===== src/rtl/kpn_pkg.sv =====
// kpn_pkg: shared types and constants for KPN sequencing controllers.
//   kpn_state_e  - firing-scheduler FSM states
//   KPN_COUNT_W  - default width of firing counters
package kpn_pkg;

  localparam int KPN_COUNT_W = 16;

  typedef enum logic [2:0] {
    ST_IDLE  = 3'd0,
    ST_READ  = 3'd1,
    ST_EXEC  = 3'd2,
    ST_WRITE = 3'd3,
    ST_DONE  = 3'd4
  } kpn_state_e;

endpackage


===== src/rtl/kpn_fire_scheduler_if.sv =====
// kpn_fire_scheduler_if: token handshake between the scheduler, the two
// input FIFOs, the producers and the downstream channel.
//   src_req   producer i has a token          (env -> sched)
//   src_grant write enable into input FIFO i  (sched -> env)
//   in_empty  input FIFO i empty              (env -> sched)
//   in_full   input FIFO i full               (env -> sched)
//   out_full  downstream channel full         (env -> sched)
//   rd        pop both input FIFOs            (sched -> env)
//   fire      actor capture strobe            (sched -> env)
//   wr        push actor result downstream    (sched -> env)
interface kpn_fire_scheduler_if;
  logic [1:0] src_req;
  logic [1:0] src_grant;
  logic [1:0] in_empty;
  logic [1:0] in_full;
  logic       out_full;
  logic       rd;
  logic       fire;
  logic       wr;

  modport master (
    input  src_req, in_empty, in_full, out_full,
    output src_grant, rd, fire, wr
  );

  modport slave (
    output src_req, in_empty, in_full, out_full,
    input  src_grant, rd, fire, wr
  );
endinterface


===== src/rtl/kpn_exec_timer.sv =====
// kpn_exec_timer: 4-bit loadable down-counter timing the actor latency.
//   clk, rst_n  clock, synchronous active-low reset
//   load        load load_val this cycle
//   load_val    value loaded (latency - 1)
//   expired     counter is at 0
module kpn_exec_timer (
  input  logic       clk,
  input  logic       rst_n,
  input  logic       load,
  input  logic [3:0] load_val,
  output logic       expired
);

  logic [3:0] cnt_q, cnt_d;

  always_comb begin
    cnt_d = cnt_q;
    if (load) begin
      cnt_d = load_val;
    end else if (cnt_q != 4'd0) begin
      cnt_d = cnt_q - 4'd1;
    end
  end

  always_ff @(posedge clk) begin
    if (!rst_n) begin
      cnt_q <= 4'd0;
    end else begin
      cnt_q <= cnt_d;
    end
  end

  assign expired = (cnt_q == 4'd0);

endmodule


===== src/rtl/kpn_fire_scheduler.sv =====
// kpn_fire_scheduler: firing-rule scheduler for a two-input KPN actor.
//   clk, rst_n   KPN clock, synchronous active-low reset
//   run          level, free-running scheduling
//   step         one-cycle pulse, single firing while run=0
//   bus          token handshake (grants, FIFO status, rd/fire/wr)
//   fire_count   completed firings (wraps)
//   busy         FSM in READ/EXEC/WRITE
//   done         MAX_FIRINGS reached, sticky until reset
//
// state | meaning
// IDLE  | wait for enable and firing rule
// READ  | pop both input FIFOs
// EXEC  | actor running, fire on first cycle
// WRITE | push result; stalls while out_full
// DONE  | firing limit reached, everything quiet
module kpn_fire_scheduler
  import kpn_pkg::*;
#(
  parameter int COUNT_W     = KPN_COUNT_W,
  parameter int MAX_FIRINGS = 0,
  parameter int EXEC_CYCLES = 1
) (
  input  logic                clk,
  input  logic                rst_n,
  input  logic                run,
  input  logic                step,
  kpn_fire_scheduler_if.master bus,
  output logic [COUNT_W-1:0]  fire_count,
  output logic                busy,
  output logic                done
);

  localparam logic [COUNT_W-1:0] MAX_C     = COUNT_W'(MAX_FIRINGS);
  localparam logic [3:0]         EXEC_LOAD = 4'(EXEC_CYCLES - 1);

  kpn_state_e         state_q, state_d;
  logic               rd_q, rd_d, fire_q, fire_d, wr_q, wr_d;
  logic               busy_q, busy_d, done_q, done_d;
  logic               step_pend_q, step_pend_d;
  logic [COUNT_W-1:0] cnt_q, cnt_d;
  logic               ok, timer_load, expired, commit;

  kpn_exec_timer u_timer (
    .clk      (clk),
    .rst_n    (rst_n),
    .load     (timer_load),
    .load_val (EXEC_LOAD),
    .expired  (expired)
  );

  assign ok = ~bus.in_empty[0] & ~bus.in_empty[1] & ~bus.out_full;

  // wr is a registered strobe, so out_full is sampled the cycle before
  // the push: at the last EXEC cycle and at every stalled WRITE cycle.
  assign commit = ~bus.out_full &
                  (((state_q == ST_EXEC) & expired) |
                   ((state_q == ST_WRITE) & ~wr_q));

  always_comb begin
    state_d     = state_q;
    rd_d        = 1'b0;
    fire_d      = 1'b0;
    wr_d        = 1'b0;
    cnt_d       = cnt_q;
    done_d      = done_q;
    step_pend_d = step_pend_q;
    timer_load  = 1'b0;

    case (state_q)
      ST_IDLE: begin
        if (step && !run) step_pend_d = 1'b1;
        if ((run || step_pend_q) && ok) begin
          state_d     = ST_READ;
          rd_d        = 1'b1;
          step_pend_d = 1'b0;
        end
      end
      ST_READ: begin
        state_d    = ST_EXEC;
        fire_d     = 1'b1;
        timer_load = 1'b1;
      end
      ST_EXEC: begin
        if (expired) state_d = ST_WRITE;
      end
      ST_WRITE: begin
        if (wr_q) state_d = done_q ? ST_DONE : ST_IDLE;
      end
      default: state_d = ST_DONE;
    endcase

    if (commit) begin
      wr_d  = 1'b1;
      cnt_d = cnt_q + 1'b1;
      if ((MAX_FIRINGS != 0) && (cnt_d == MAX_C)) done_d = 1'b1;
    end
  end

  assign busy_d = (state_d == ST_READ) || (state_d == ST_EXEC) ||
                  (state_d == ST_WRITE);

  always_ff @(posedge clk) begin
    if (!rst_n) begin
      state_q     <= ST_IDLE;
      rd_q        <= 1'b0;
      fire_q      <= 1'b0;
      wr_q        <= 1'b0;
      busy_q      <= 1'b0;
      done_q      <= 1'b0;
      step_pend_q <= 1'b0;
      cnt_q       <= '0;
    end else begin
      state_q     <= state_d;
      rd_q        <= rd_d;
      fire_q      <= fire_d;
      wr_q        <= wr_d;
      busy_q      <= busy_d;
      done_q      <= done_d;
      step_pend_q <= step_pend_d;
      cnt_q       <= cnt_d;
    end
  end

  assign bus.src_grant = bus.src_req & ~bus.in_full & {2{~done_q}};
  assign bus.rd        = rd_q;
  assign bus.fire      = fire_q;
  assign bus.wr        = wr_q;
  assign fire_count    = cnt_q;
  assign busy          = busy_q;
  assign done          = done_q;

endmodule


===== src/flat_wrapper.sv =====
// flat-port wrapper written by rule: the top's interface ports become plain ports
module kpn_fire_scheduler_flat import kpn_pkg::*;
#(
  parameter int COUNT_W     = KPN_COUNT_W,
  parameter int MAX_FIRINGS = 0,
  parameter int EXEC_CYCLES = 1
)
  (clk, rst_n, run, step, fire_count, busy, done, bus_src_req, bus_in_empty, bus_in_full, bus_out_full, bus_src_grant, bus_rd, bus_fire, bus_wr);
  kpn_fire_scheduler_if bus_i ();
  input  logic clk;
  input  logic rst_n;
  input  logic run;
  input  logic step;
  output logic [COUNT_W-1:0] fire_count;
  output logic busy;
  output logic done;
  input wire logic [$bits(bus_i.src_req)-1:0] bus_src_req;
  input wire logic [$bits(bus_i.in_empty)-1:0] bus_in_empty;
  input wire logic [$bits(bus_i.in_full)-1:0] bus_in_full;
  input wire logic [$bits(bus_i.out_full)-1:0] bus_out_full;
  output wire logic [$bits(bus_i.src_grant)-1:0] bus_src_grant;
  output wire logic [$bits(bus_i.rd)-1:0] bus_rd;
  output wire logic [$bits(bus_i.fire)-1:0] bus_fire;
  output wire logic [$bits(bus_i.wr)-1:0] bus_wr;
  assign bus_i.src_req = bus_src_req;
  assign bus_i.in_empty = bus_in_empty;
  assign bus_i.in_full = bus_in_full;
  assign bus_i.out_full = bus_out_full;
  assign bus_src_grant = bus_i.src_grant;
  assign bus_rd = bus_i.rd;
  assign bus_fire = bus_i.fire;
  assign bus_wr = bus_i.wr;
  kpn_fire_scheduler #(.COUNT_W(COUNT_W), .MAX_FIRINGS(MAX_FIRINGS), .EXEC_CYCLES(EXEC_CYCLES)) u_core (.clk(clk), .rst_n(rst_n), .run(run), .step(step), .bus(bus_i), .fire_count(fire_count), .busy(busy), .done(done));
endmodule

===== config.mk =====
export PLATFORM = sky130hd
export DESIGN_NAME = kpn_fire_scheduler_flat
export DESIGN_NICKNAME = d
export VERILOG_FILES = /design/src/rtl/kpn_pkg.sv /design/src/rtl/kpn_fire_scheduler_if.sv /design/src/rtl/kpn_exec_timer.sv /design/src/rtl/kpn_fire_scheduler.sv /design/src/flat_wrapper.sv
export SDC_FILE = /design/constraint.sdc
export NUM_CORES = 1
export LEC_CHECK = 0
export ABC_AREA = 1
export CORE_MARGIN = 4
export CORE_UTILIZATION = 53
export CTS_CLUSTER_DIAMETER = 100
export DETAILED_ROUTE_END_ITERATION = 7
export GPL_TIMING_DRIVEN = 0
export PLACE_DENSITY = 0.84
export SETUP_SLACK_MARGIN = 0.4
export SYNTH_ARGS = -nofsm -noshare
export SYNTH_HDL_FRONTEND = slang
export SYNTH_SLANG_ARGS = --single-unit

===== constraint.sdc =====
create_clock -name clk -period 2.3 [get_ports clk]
set_input_delay 0.23 -clock clk [delete_from_list [all_inputs] [get_ports clk]]
set_output_delay 0.23 -clock clk [all_outputs]
set_load 0.01 [all_outputs]

# After elaboration in Yosys (flattened, before gate mapping)
# Index checks and enable logic that the tools add are counted.
[word_totals]
reg_bits = 28
elab_cells = 51
out_inout_bits = 23
inputBits = 11
[op_classes]
n_addsub = 2
n_eq_ne = 6
n_reduce_logical = 13
muxes = 9
n_bitwise = 13
[op_table]
columns = ["op", "count"]
rows = [
  ["16-bit by 1-bit adder with 16-bit output, second input constant", 1],
  ["3-bit by 2-bit == test with 1-bit output, second input constant", 4],
  ["3-bit one-hot mux with 4 select lines", 1],
  ["3-bit two-way mux", 3],
  ["3-bit by 1-bit == test with 1-bit output, second input constant", 2],
  ["1-bit AND", 5],
  ["1-bit two-way mux", 5],
  ["1-bit inverter", 5],
  ["4-bit zero test", 1],
  ["2-bit AND reduction", 2],
  ["4-bit nonzero test", 1],
  ["4-bit by 1-bit subtractor with 4-bit output, second input constant", 1],
  ["3-bit zero test", 1],
  ["1-bit logical OR", 3],
  ["2-bit AND", 1],
  ["1-bit logical AND", 2],
  ["2-bit inverter", 1],
  ["2-bit nonzero test", 1],
  ["2-bit OR reduction", 1],
  ["1-bit zero test", 1],
  ["1-bit OR", 1],
]

# Depth between registers and ports, before layout
# Gate-level depths: netlist of the first run.
[logic_depth]
word_depth = 9
ltp_mapped = 9
mapped_depth_nobuf = 8

# Cells and area by module
# A second synthesis of the first run with hierarchy kept.
[hier_totals]
hier_cells = 217
area_unflattened_um2 = 1443.9
[modules_own_cells]
columns = ["mod", "n_inst", "seq_area_each_um2", "cells_each", "area_each_um2"]
rows = [
  ["kpn_fire_scheduler", 1, 480.5, 177, 1196.1],
  ["kpn_exec_timer", 1, 80.1, 40, 247.7],
]

# Least setup slack after synthesis of the first run
# No wires, ideal clock.
[synth_path]
path_type = "register -> register"
startpoint = "reg u_core.u_timer.cnt_q[0]"
endpoint = "reg u_core.cnt_q[11] (netlist: u_core.fire_count[11])"
required_ns = 2.162
path_slack_ns = 0.919
setup_ns = 0.138
t_arrival_ns = 1.243
period_less_slack_ns = 1.381
stages_incl_launch_ff = 9
path_buffers = 1
path_cell_list = "dfxtp_1 inv_1 ha_1 nand2_2 o21ai_4 nand2_4 buf_2 nand2_1 a21oi_2"
[synth_between]
elab_chain_len = 4
[synth_rtl]
columns = ["element", "line_no", "text"]
rows = [
  ["start: declaration", "kpn_exec_timer.sv:14", "logic [3:0] cnt_q, cnt_d;"],
  ["start signal: assignment", "kpn_exec_timer.sv:29", "cnt_q <= cnt_d;"],
  ["4-bit zero test", "kpn_exec_timer.sv:33", "assign expired = (cnt_q == 4'd0);"],
  ["1-bit AND", "kpn_fire_scheduler.sv:56", "(((state_q == ST_EXEC) & expired) |"],
  ["1-bit OR", "kpn_fire_scheduler.sv:56", ""],
  ["1-bit AND", "kpn_fire_scheduler.sv:55", "assign commit = ~bus.out_full &"],
  ["end signal: assignment", "kpn_fire_scheduler.sv:120", "cnt_q <= cnt_d;"],
  ["end: declaration", "kpn_fire_scheduler.sv:40", "logic [COUNT_W-1:0] cnt_q, cnt_d;"],
]
# Every way passes these cells.
# A chain may end at the register's enable or synchronous reset.

# Worst setup path after layout of the first run
[layout_path]
startpoint = "reg u_core.cnt_q[9] (netlist: u_core.fire_count[9])"
endpoint = "out fire_count[9]"
[layout_rtl]
columns = ["element", "line_no", "text"]
rows = [
  ["end: declaration", "flat_wrapper.sv:14", "output logic [COUNT_W-1:0] fire_count;"],
]
# No word-level cell between the ends.

==> results of run 1 <==
## cell families (layout without fill, tap and decap cells)
logic type | Yosys count | in the layout | share of synthesized area [%]
AND/OR/NAND/NOR | 115 | 115 | 34.3
other | 1 | 1 | 0.252
buffers and inverters | 29 | 65 | 9.09
flip-flops | 28 | 28 | 37.7
AO/OA/AOI/OAI | 24 | 24 | 11.6
adder cells (fa/ha/maj) | 2 | 2 | 1.68
XOR/XNOR | 9 | 9 | 5.30
## power breakdown
part / leakage (nW) / internal (mW) / switching (mW)
clock: 0.0279 / 0.176 / 0.145
combinational: 0.439 / 0.0392 / 0.0418
sequential: 0.226 / 0.493 / 0.00409
## flip-flops by register name (all words and copies together), names as in the netlist
| name | flops |
|---|---|
| u_core.fire_count | 16 |
| u_core.step_pend_q | 1 |
| u_core.bus.rd | 1 |
| u_core.busy | 1 |
| u_core.bus.wr | 1 |
| u_core.bus.fire | 1 |
| u_core.state_q | 3 |
| u_core.u_timer.cnt_q | 4 |
## synthesized netlist by cell type
| master | number | area share, % |
|---|---|---|
| nand2_1 | 52 | 13 |
| dfxtp_1 | 28 | 38 |
| nor2_1 | 25 | 6.3 |
| inv_1 | 23 | 5.8 |
| nand2_2 | 11 | 4.6 |
| a21oi_2 | 10 | 5.9 |
| nand3_1 | 10 | 3.4 |
| nor3_1 | 8 | 2.7 |
| a21oi_1 | 7 | 2.4 |
| nand4_1 | 6 | 2.5 |
| xor2_1 | 6 | 3.5 |
| o21ai_0 | 4 | 1.3 |
| xnor2_1 | 3 | 1.8 |
| clkbuf_1 | 2 | 0.51 |
| ha_1 | 2 | 1.7 |
| a211oi_1 | 1 | 0.51 |
| a31oi_1 | 1 | 0.42 |
| buf_12 | 1 | 1.3 |
| buf_2 | 1 | 0.34 |
| buf_4 | 1 | 0.51 |
| conb_1 | 1 | 0.25 |
| inv_6 | 1 | 0.59 |
| nand2_4 | 1 | 0.76 |
| nor2_2 | 1 | 0.42 |
| nor3b_1 | 1 | 0.51 |
| o21ai_4 | 1 | 1.1 |
## layer usage
| metal | part of all wire [%] | GRT usage [%] | up-vias |
|---|---|---|---|
| li1 | - | - | 731 |
| met2 | 48 | 30.7 | 22 |
| met5 | 0 | 0 | - |
| met4 | 1.1 | 6.50 | 0 |
| met1 | 48 | 25.9 | 621 |
| met3 | 3.4 | 2.77 | 4 |
## cell type report
| cell class | instances | share of cell area (%) |
|---|---|---|
| Clock inverter | 1 | 1.58 |
| Clock buffer | 3 | 1.19 |
| Timing Repair Buffer | 32 | 16.9 |
| Sequential cell | 28 | 29.6 |
| Inverter | 24 | 5.01 |
| Multi-Input combinational cell | 151 | 41.7 |
| Buffer | 5 | 2.11 |
| Tap cell | 30 | 1.98 |
## metrics by stage
stage	util [%]	cell area (µm²)	power, mW
floorplan	-	1490	0.549
global placement	71.8	1840	0.587
detailed placement	71.8	1840	0.588
CTS	73.9	1900	0.908
global route	73.9	1900	0.938
finish	73.9	1900	0.898
## worst paths after layout
kind                            cells past startpoint  slack, ns                            endpoint                                 start
worst min register to register                      2       0.49        u_core.state_q[2]$_SDFF_PN0_          u_core.state_q[2]$_SDFF_PN0_
worst max register to register                      8       0.72  u_core.fire_count[11]$_SDFFE_PN0P_  u_core.u_timer.cnt_q[0]$_SDFFE_PP0N_
worst max-delay path                                1       0.66                       fire_count[9]     u_core.fire_count[9]$_SDFFE_PN0P_
worst min-delay path                                2       0.49        u_core.state_q[2]$_SDFF_PN0_          u_core.state_q[2]$_SDFF_PN0_
## placed cells by master, fill, tap and decap left out
cell,Yosys,layout
a211oi_1,1,1
a21oi_1,7,7
a21oi_2,10,10
a31oi_1,1,1
buf_12,1,1
buf_2,1,1
buf_4,1,1
bufinv_16,0,1
clkbuf_1,2,2
clkbuf_4,0,3
clkdlybuf4s50_1,0,32
conb_1,1,1
dfxtp_1,28,28
ha_1,2,2
inv_1,23,23
inv_6,1,1
nand2_1,52,52
nand2_2,11,11
nand2_4,1,1
nand3_1,10,10
nand4_1,6,6
nor2_1,25,25
nor2_2,1,1
nor3_1,8,8
nor3b_1,1,1
o21ai_0,4,4
o21ai_4,1,1
xnor2_1,3,3
xor2_1,6,6
==> impl_metrics.json, run 1 <==
{
  "portBuffers": 32,
  "setup_slack_ns": 0.664,
  "start_kind": "flip-flop",
  "critical_path_arrival_ns": 1.41,
  "synth_nets": 221,
  "grt_remaining_overflow": 0,
  "hold_slack_ns": 0.494,
  "drt_iter0_markers": 21,
  "seq_area_um2": 561,
  "diodes": 0,
  "routabilityCongestion": 0.826,
  "worst_pin_slew_ns": 0.620,
  "min_period_ns": 1.64,
  "drc": 0,
  "hp-class": "flip-flop to flip-flop",
  "critPathRequiredTime_ns": 2.07,
  "grt_pass1_vias": 1235,
  "clock_sinks": 28,
  "grt_usage_pct": 19.0,
  "cts_root_buffer": "clkbuf_4",
  "end_kind": "primary output",
  "p_leak_nw": 0.693,
  "multiInputGateArea_um2": 791,
  "final-setup-viol-count": 0,
  "crit_path_top_delay_cell": "clkdlybuf4s50_1",
  "routedWlPerCell_um": 11.6,
  "placedCellCount": 270,
  "post_cts_resized": 0,
  "cts_tree": "built",
  "tritoncts.num_buffers": 3,
  "cts_buffer_depth": 2,
  "ant_nets": 0,
  "antenna_found_initial": 0,
  "max_stage_delay_ns": 0.59,
  "io_pins": 34,
  "synth_cells": 208,
  "cts_setup_buffers": 0,
  "die_h_um": 61.0,
  "layout-drive-gt1-share_pct": 13.1,
  "via_per_inst": 5.03,
  "crit_chain": "clkdlybuf4s50_1",
  "yosys_warnings": 0,
  "grt_pass1_wl_um": 5380,
  "ctsHtreeMaxLevel": 1,
  "fp.dieW_um": 61.0,
  "slew_headroom_pct": 58.7,
  "rsz0062_at_grt": "false",
  "finalNetCount": 258,
  "path_buf_inv": 1,
  "wirelength_um": 3170,
  "core_area_mm2": 0.00257,
  "worst-path-max-fanout": 7,
  "run_status": "complete, no violations",
  "place_ws_ns": 0.681,
  "report.final.slew_viol_count": 0,
  "drt_pass1_iterations": 4,
  "fin_crit_sh_pct": 71.1,
  "die_area_mm2": 0.00372,
  "nFillCells": 223,
  "cts.reportedPaths.clkPinSlew_ns": 0.15,
  "rows": 18,
  "grt_max_degree": 17,
  "synthToLayoutAreaGrowth_pct": 27.6,
  "crit_type": "flip-flop to primary output",
  "drv_cap": 0,
  "post-dp-hpwl_um": 2480,
  "ys_types": 26,
  "num_vias": 1378,
  "tns_ns": 0,
  "syn_area_per_cell_um2": 7.15,
  "critical-path-top-delay-family": "buffers and inverters",
  "hold_violations": 0,
  "fin_cells": 274,
  "cts_hold_buffers": 0,
  "synthesis.area_mm2": 0.00149,
  "fmax_mhz": 611,
  "ys_ff_latch": 28,
  "insertion_delay_ns": 0.32,
  "ir_drop_uv": 389,
  "initial_core_util_pct": 57.9,
  "clock_skew_ns": 0.00339,
  "ys_seq_area_share_pct": 37.7,
  "power_density_mw_per_mm2": 474
}
Power figures use the tool's default switching activity.
==> inputs of run 2 (changes only) <==
- CORE_UTILIZATION: 53 -> 44
- PLACE_DENSITY: 0.84 -> 0.74
- clock period: 2.3 -> 1.4 ns (I/O delays scaled with it)
==> run 2 against run 1 <==
  * Worst setup slack worse by 0.62 ns
  * Sequential share of layout area shrank 4.3 points
  * Core utilization rose by 3.7 points
  * Die area up 18%
  * Largest cell class unchanged
  * Highest routed layer unchanged
  * Clock-buffer cell count up 1
==> impl_metrics.json, run 2 (same netlist as run 1, synthesis figures left out) <==
{
  "run_status": "complete, no violations",
  "p_leak_nw": 1.06,
  "crit_type": "flip-flop to flip-flop",
  "fin_crit_sh_pct": 96.9,
  "ant_nets": 0,
  "finalNetCount": 296,
  "hold_violations": 0,
  "grt_remaining_overflow": 0,
  "start_kind": "flip-flop",
  "power_switching_share_pct": 24.3,
  "drt_iter0_markers": 85,
  "crit_path_top_delay_cell": "dfxtp_2",
  "internal-power_mw": 1.09,
  "wirelength_um": 4550,
  "crit_top_cell": "nand2_4",
  "clock_skew_ns": 0.00773,
  "initial_core_util_pct": 47.1,
  "diodes": 0,
  "worst-r2r-cell-count": 9,
  "worst-path-max-fanout": 5,
  "cts_root_buffer": "clkbuf_4",
  "cp.depth": 9,
  "p_clk_share_pct": 32.8,
  "via_per_inst": 5.10,
  "path_buf_inv": 3,
  "tns_ns": 0,
  "place_ws_ns": -0.210,
  "largest_reg_flops": 16,
  "min_period_ns": 1.36,
  "routedWlPerCell_um": 14.0,
  "grt_max_degree": 17,
  "p_seq_share_pct": 55.2,
  "num_vias": 1661,
  "multiInputGateArea_um2": 951,
  "critPathRequiredTime_ns": 1.68,
  "tritoncts.num_buffers": 3,
  "io_pins": 34,
  "hold_depth": 3,
  "cts.reportedPaths.clkPinSlew_ns": 0.16,
  "netSwitchingPower_mw": 0.351,
  "final_util_pct": 77.6,
  "layout_commonest_cell": "nand2_1",
  "seq_area_um2": 618,
  "crit_chain": "inv_2 > ha_4 > nand2_4 > o21ai_4 > nand2_4 > inv_6 > clkbuf_16 > nand2_2 > a21oi_2",
  "max_stage_delay_ns": 0.36,
  "core_area_mm2": 0.00315,
  "ctsHtreeMaxLevel": 1,
  "insertion_delay_ns": 0.34,
  "cts_tree": "built",
  "critical-path-top-delay-family": "flip-flops",
  "final-setup-viol-count": 0,
  "cts_buffer_depth": 2,
  "final_cell_mix": "nand2_1, buf_4, buf_6",
  "grt_pass1_vias": 1571,
  "die_area_mm2": 0.00437,
  "antenna_found_initial": 0,
  "grt_pass1_wl_um": 6950,
  "clock_sinks": 28,
  "portBuffers": 32,
  "ir_drop_uv": 537,
  "setup_slack_ns": 0.0432,
  "fmax_mhz": 737,
  "routabilityCongestion": 0.794,
  "grt_usage_pct": 20.3,
  "drt_pass1_iterations": 7,
  "die_h_um": 66.1,
  "pwr-share-comb_pct": 12.1,
  "rows": 20,
  "drv_cap": 0,
  "hp-class": "primary input to flip-flop",
  "power.total_mw": 1.44,
  "fp.dieW_um": 66.1,
  "end_kind": "flip-flop",
  "critical_path_arrival_ns": 1.64,
  "drc": 0,
  "layout-drive-gt1-share_pct": 51.8,
  "synthToLayoutAreaGrowth_pct": 64.6,
  "post-dp-hpwl_um": 2450,
  "rsz0062_at_grt": "true",
  "nFillCells": 236,
  "power_density_mw_per_mm2": 590,
  "report.final.slew_viol_count": 0
}
run 2: cell types whose count changed in the layout (fill, tap and decap cells not counted), moves of 12 or more:
| cell | previous run | this run |
|---|---|---|
| buf_6 | 0 | 23 |
| dfxtp_4 | 0 | 12 |
| buf_4 | 1 | 29 |
| clkdlybuf4s50_1 | 32 | 7 |
| dfxtp_1 | 28 | 6 |
run 2: cell type report:
| cell class | count | share of cell area [%] |
|---|---|---|
| plain buffers | 5 | 1.99 |
| clock buffers | 4 | 1.94 |
| inverters | 24 | 3.89 |
| multi-input cells | 151 | 38.9 |
| flip-flops and latches | 28 | 25.3 |
| well taps | 44 | 2.25 |
| repair buffers | 70 | 25.8 |
run 2: metal layers:
metal	global-route usage [%]	share of wire [%]
met2	36.3	52
met1	24.3	39
met5	0	0
met3	5.10	6.3
met4	4.31	2.3
run 2: path summary, 6_finish.rpt:
| path | startpoint | slack [ns] | end |
|---|---|---|---|
| setup / recovery | u_core.u_timer.cnt_q[0]$_SDFFE_PP0N_ | 0.04 | u_core.fire_count[4]$_SDFFE_PN0P_ |
| hold / removal | rst_n | 0.27 | u_core.fire_count[0]$_SDFFE_PN0P_ |
| setup reg to reg | u_core.u_timer.cnt_q[0]$_SDFFE_PP0N_ | 0.04 | u_core.fire_count[4]$_SDFFE_PN0P_ |
| hold reg to reg | u_core.state_q[2]$_SDFF_PN0_ | 0.49 | u_core.state_q[2]$_SDFF_PN0_ |
run 2: power by group through the flow:
| stage | combinational (mW) | clock, mW | sequential (mW) |
|---|---|---|---|
| finish | 0.174 | 0.473 | 0.796 |
| global placement | 0.135 | 0 | 0.830 |
| floorplan | 0.0693 | 0 | 0.833 |
| global route | 0.188 | 0.516 | 0.798 |
| detailed placement | 0.137 | 0 | 0.831 |
| CTS | 0.148 | 0.480 | 0.796 |
run 2: per-stage QoR:
step | cells | hold slack [ns] | instance area [µm²]
floorplan | 208 | 0.238 | 1550
global placement | 284 | 0.466 | 1920
detailed placement | 284 | 0.473 | 1920
CTS | 313 | 0.257 | 2220
global route | 326 | 0.259 | 2450
finish | 326 | 0.272 | 2450
run 2: what timing repair did:
action | 4_1_cts | 5_1_grt
buffers inserted | 25 | 12
resized for setup | 141 | 36
pin swaps | 7 | 13
setup endpoints to repair | 44 | 42
hold endpoints to repair | 0 | 0
gates cloned | 0 | 1
hold buffers | 0 | 0
run 2: worst register-to-register path: cells and delay by family (launching register included):
| family | cells | cell delay, ns |
|---|---|---|
| AOI/OAI and AO/OA | 2 | 0.27 |
| adders and majority gates | 1 | 0.15 |
| buffers and inverters | 3 | 0.32 |
| DFF | 1 | 0.36 |
| and+or+nand+nor | 3 | 0.21 |
==> edit, RTL diff (settings of run 1) <==
Reset style: asynchronous (`rst_n`), changed in 2 clocked blocks. Comments in the files are not updated.
--- a/src/rtl/kpn_exec_timer.sv
+++ b/src/rtl/kpn_exec_timer.sv
@@ -24,3 +24,3 @@
 
-  always_ff @(posedge clk) begin
+  always_ff @(posedge clk or negedge rst_n) begin
     if (!rst_n) begin
--- a/src/rtl/kpn_fire_scheduler.sv
+++ b/src/rtl/kpn_fire_scheduler.sv
@@ -101,3 +101,3 @@
 
-  always_ff @(posedge clk) begin
+  always_ff @(posedge clk or negedge rst_n) begin
     if (!rst_n) begin
Function: differs if rst_n is asserted again (counterexample within 4 cycles, from zero or initial values and one cycle with rst_n low); with rst_n held inactive, the same outputs for 10 cycles.
==> edit against run 1 <==
Routed wire length grew 3.4%; worst hold slack lost 0.068 ns; core utilization shrank 3.4 points; setup slack gained 0.0066 ns; non-clock buffer count is the same; area after synthesis grew 7.0%; critical path depth is the same; sequential cell count is the same; clock skew grew 0.011 ns; final area grew 4.2%; critical path type unchanged; highest routed layer unchanged.
Power is not compared: it rests on default switching activity, and its combinational part moved more than twofold at a synthesized area within 25%.
==> edit: results (changes against run 1) <==
routability cong. = 0.8589 (+4.0%)
Hold Path Class = primary input to async pin
share of cells above drive strength 1 = 0.1234 (-0.007743)
Synth Net Count = 213 (-3.6%)
clk_skew = 0.01473 ns (+0.01134 ns)
Synth Area in Adders = 0.02360 (+0.006768)
Worst Max-Slew Pin Slew = 0.6237 ns (+0.003862 ns)
r2r startpoint = u_core.fire_count[0]
fin nets = 251 (-2.7%)
crit-path leading delay family = buffers and inverters
top post-synthesis cells by area = dfrtp_1 (44%), nand2_1 (14%), inv_1 (5.4%), nor2_1 (5.2%), nand3_1 (4.1%)
post-DP HPWL = 2504 um (+1.1%)
vias in the first global route = 1398 (+13%)
total wire length = 3281 um (+3.4%)
initial drt markers = 51 (+140%)
Via density = 5.278 (+5.0%)
Worst Setup SP = u_core.fire_count[2]
Post-synth top cells = nand2_1 (59), dfrtp_1 (28), inv_1 (23)
GRT Resource Usage Total = 0.1831 (-0.007072)
largest net degree at the start of global routing = 29 (+12)
Top FF cell, synth = dfrtp_1
Critical Path Sink = fire_count[2]
# fillers = 227 (+1.8%)
register area share after synthesis = 0.4406 (+0.06349)
Compound-Gate Fraction of Synth Area = 0.04957 (-0.06659)
status = complete, no violations
Post-Synth XOR/XNOR Area = 0.04406 (-0.008971)
area post-placement = 1949 um2 (+5.7%)
first-pass GRT wire length = 6009 um (+12%)
Critical R2R Capture = u_core.fire_count[14]
[edit: changes by cell type in the layout (fill, tap and decap cells not counted), sizes merged, moves of 5 or more]
cell / change
a21oi: -16
dfrtp: +28
dfxtp: -28
nand3: +6
nor3: -5
[edit: worst min path at each step]
stage,cells past startpoint,from,end,slack (ns)
floorplan,0,rst_n,u_core.bus.fire,-0.07
global placement,2,u_core.step_pend_q,u_core.step_pend_q,0.47
detailed placement,2,u_core.step_pend_q,u_core.step_pend_q,0.48
CTS,2,u_core.step_pend_q,u_core.step_pend_q,0.51
global route,2,rst_n,u_core.fire_count[1],0.49
finish,2,rst_n,u_core.fire_count[8],0.43
[edit: per-stage QoR]
step / util / power, mW / worst slack [ns] / hold WS [ns] / instances
finish: 0.7047 / 1.630 / 0.6710 / 0.4258 / 266
global route: 0.7047 / 1.751 / 0.5667 / 0.4865 / 266
CTS: 0.7029 / 1.640 / 0.6715 / 0.5116 / 265
detailed placement: 0.6949 / 1.438 / 0.5573 / 0.4793 / 262
global placement: 0.6949 / 1.416 / 0.5509 / 0.4734 / 262
floorplan: - / 1.156 / 0.8746 / -0.06559 / 199
[edit: cells by family after synthesis]
group,after synthesis
DFF,28
and+or+nand+nor,120
AOI/OAI and AO/OA,11
adders and majority gates,3
buffers and inverters,28
other,1
xor gates and xnor gates,8
[edit: cell type report]
type	count	share of cell area
timing repair buffer	33	0.1646
inverter	24	0.04557
clock buffer	3	0.01139
sequential	28	0.3544
multi-input combinational	143	0.3835
buffer	4	0.02089
tap	31	0.01962
[edit: metal layers]
| layer | track usage | wire [um] | vias up |
|---|---|---|---|
| met5 | 0 | 0 | - |
| met4 | 0.06612 | 48 | 0 |
| met3 | 0.03597 | 155 | 6 |
| met2 | 0.3142 | 1552 | 37 |
| met1 | 0.2278 | 1525 | 667 |
| li1 | - | - | 694 |
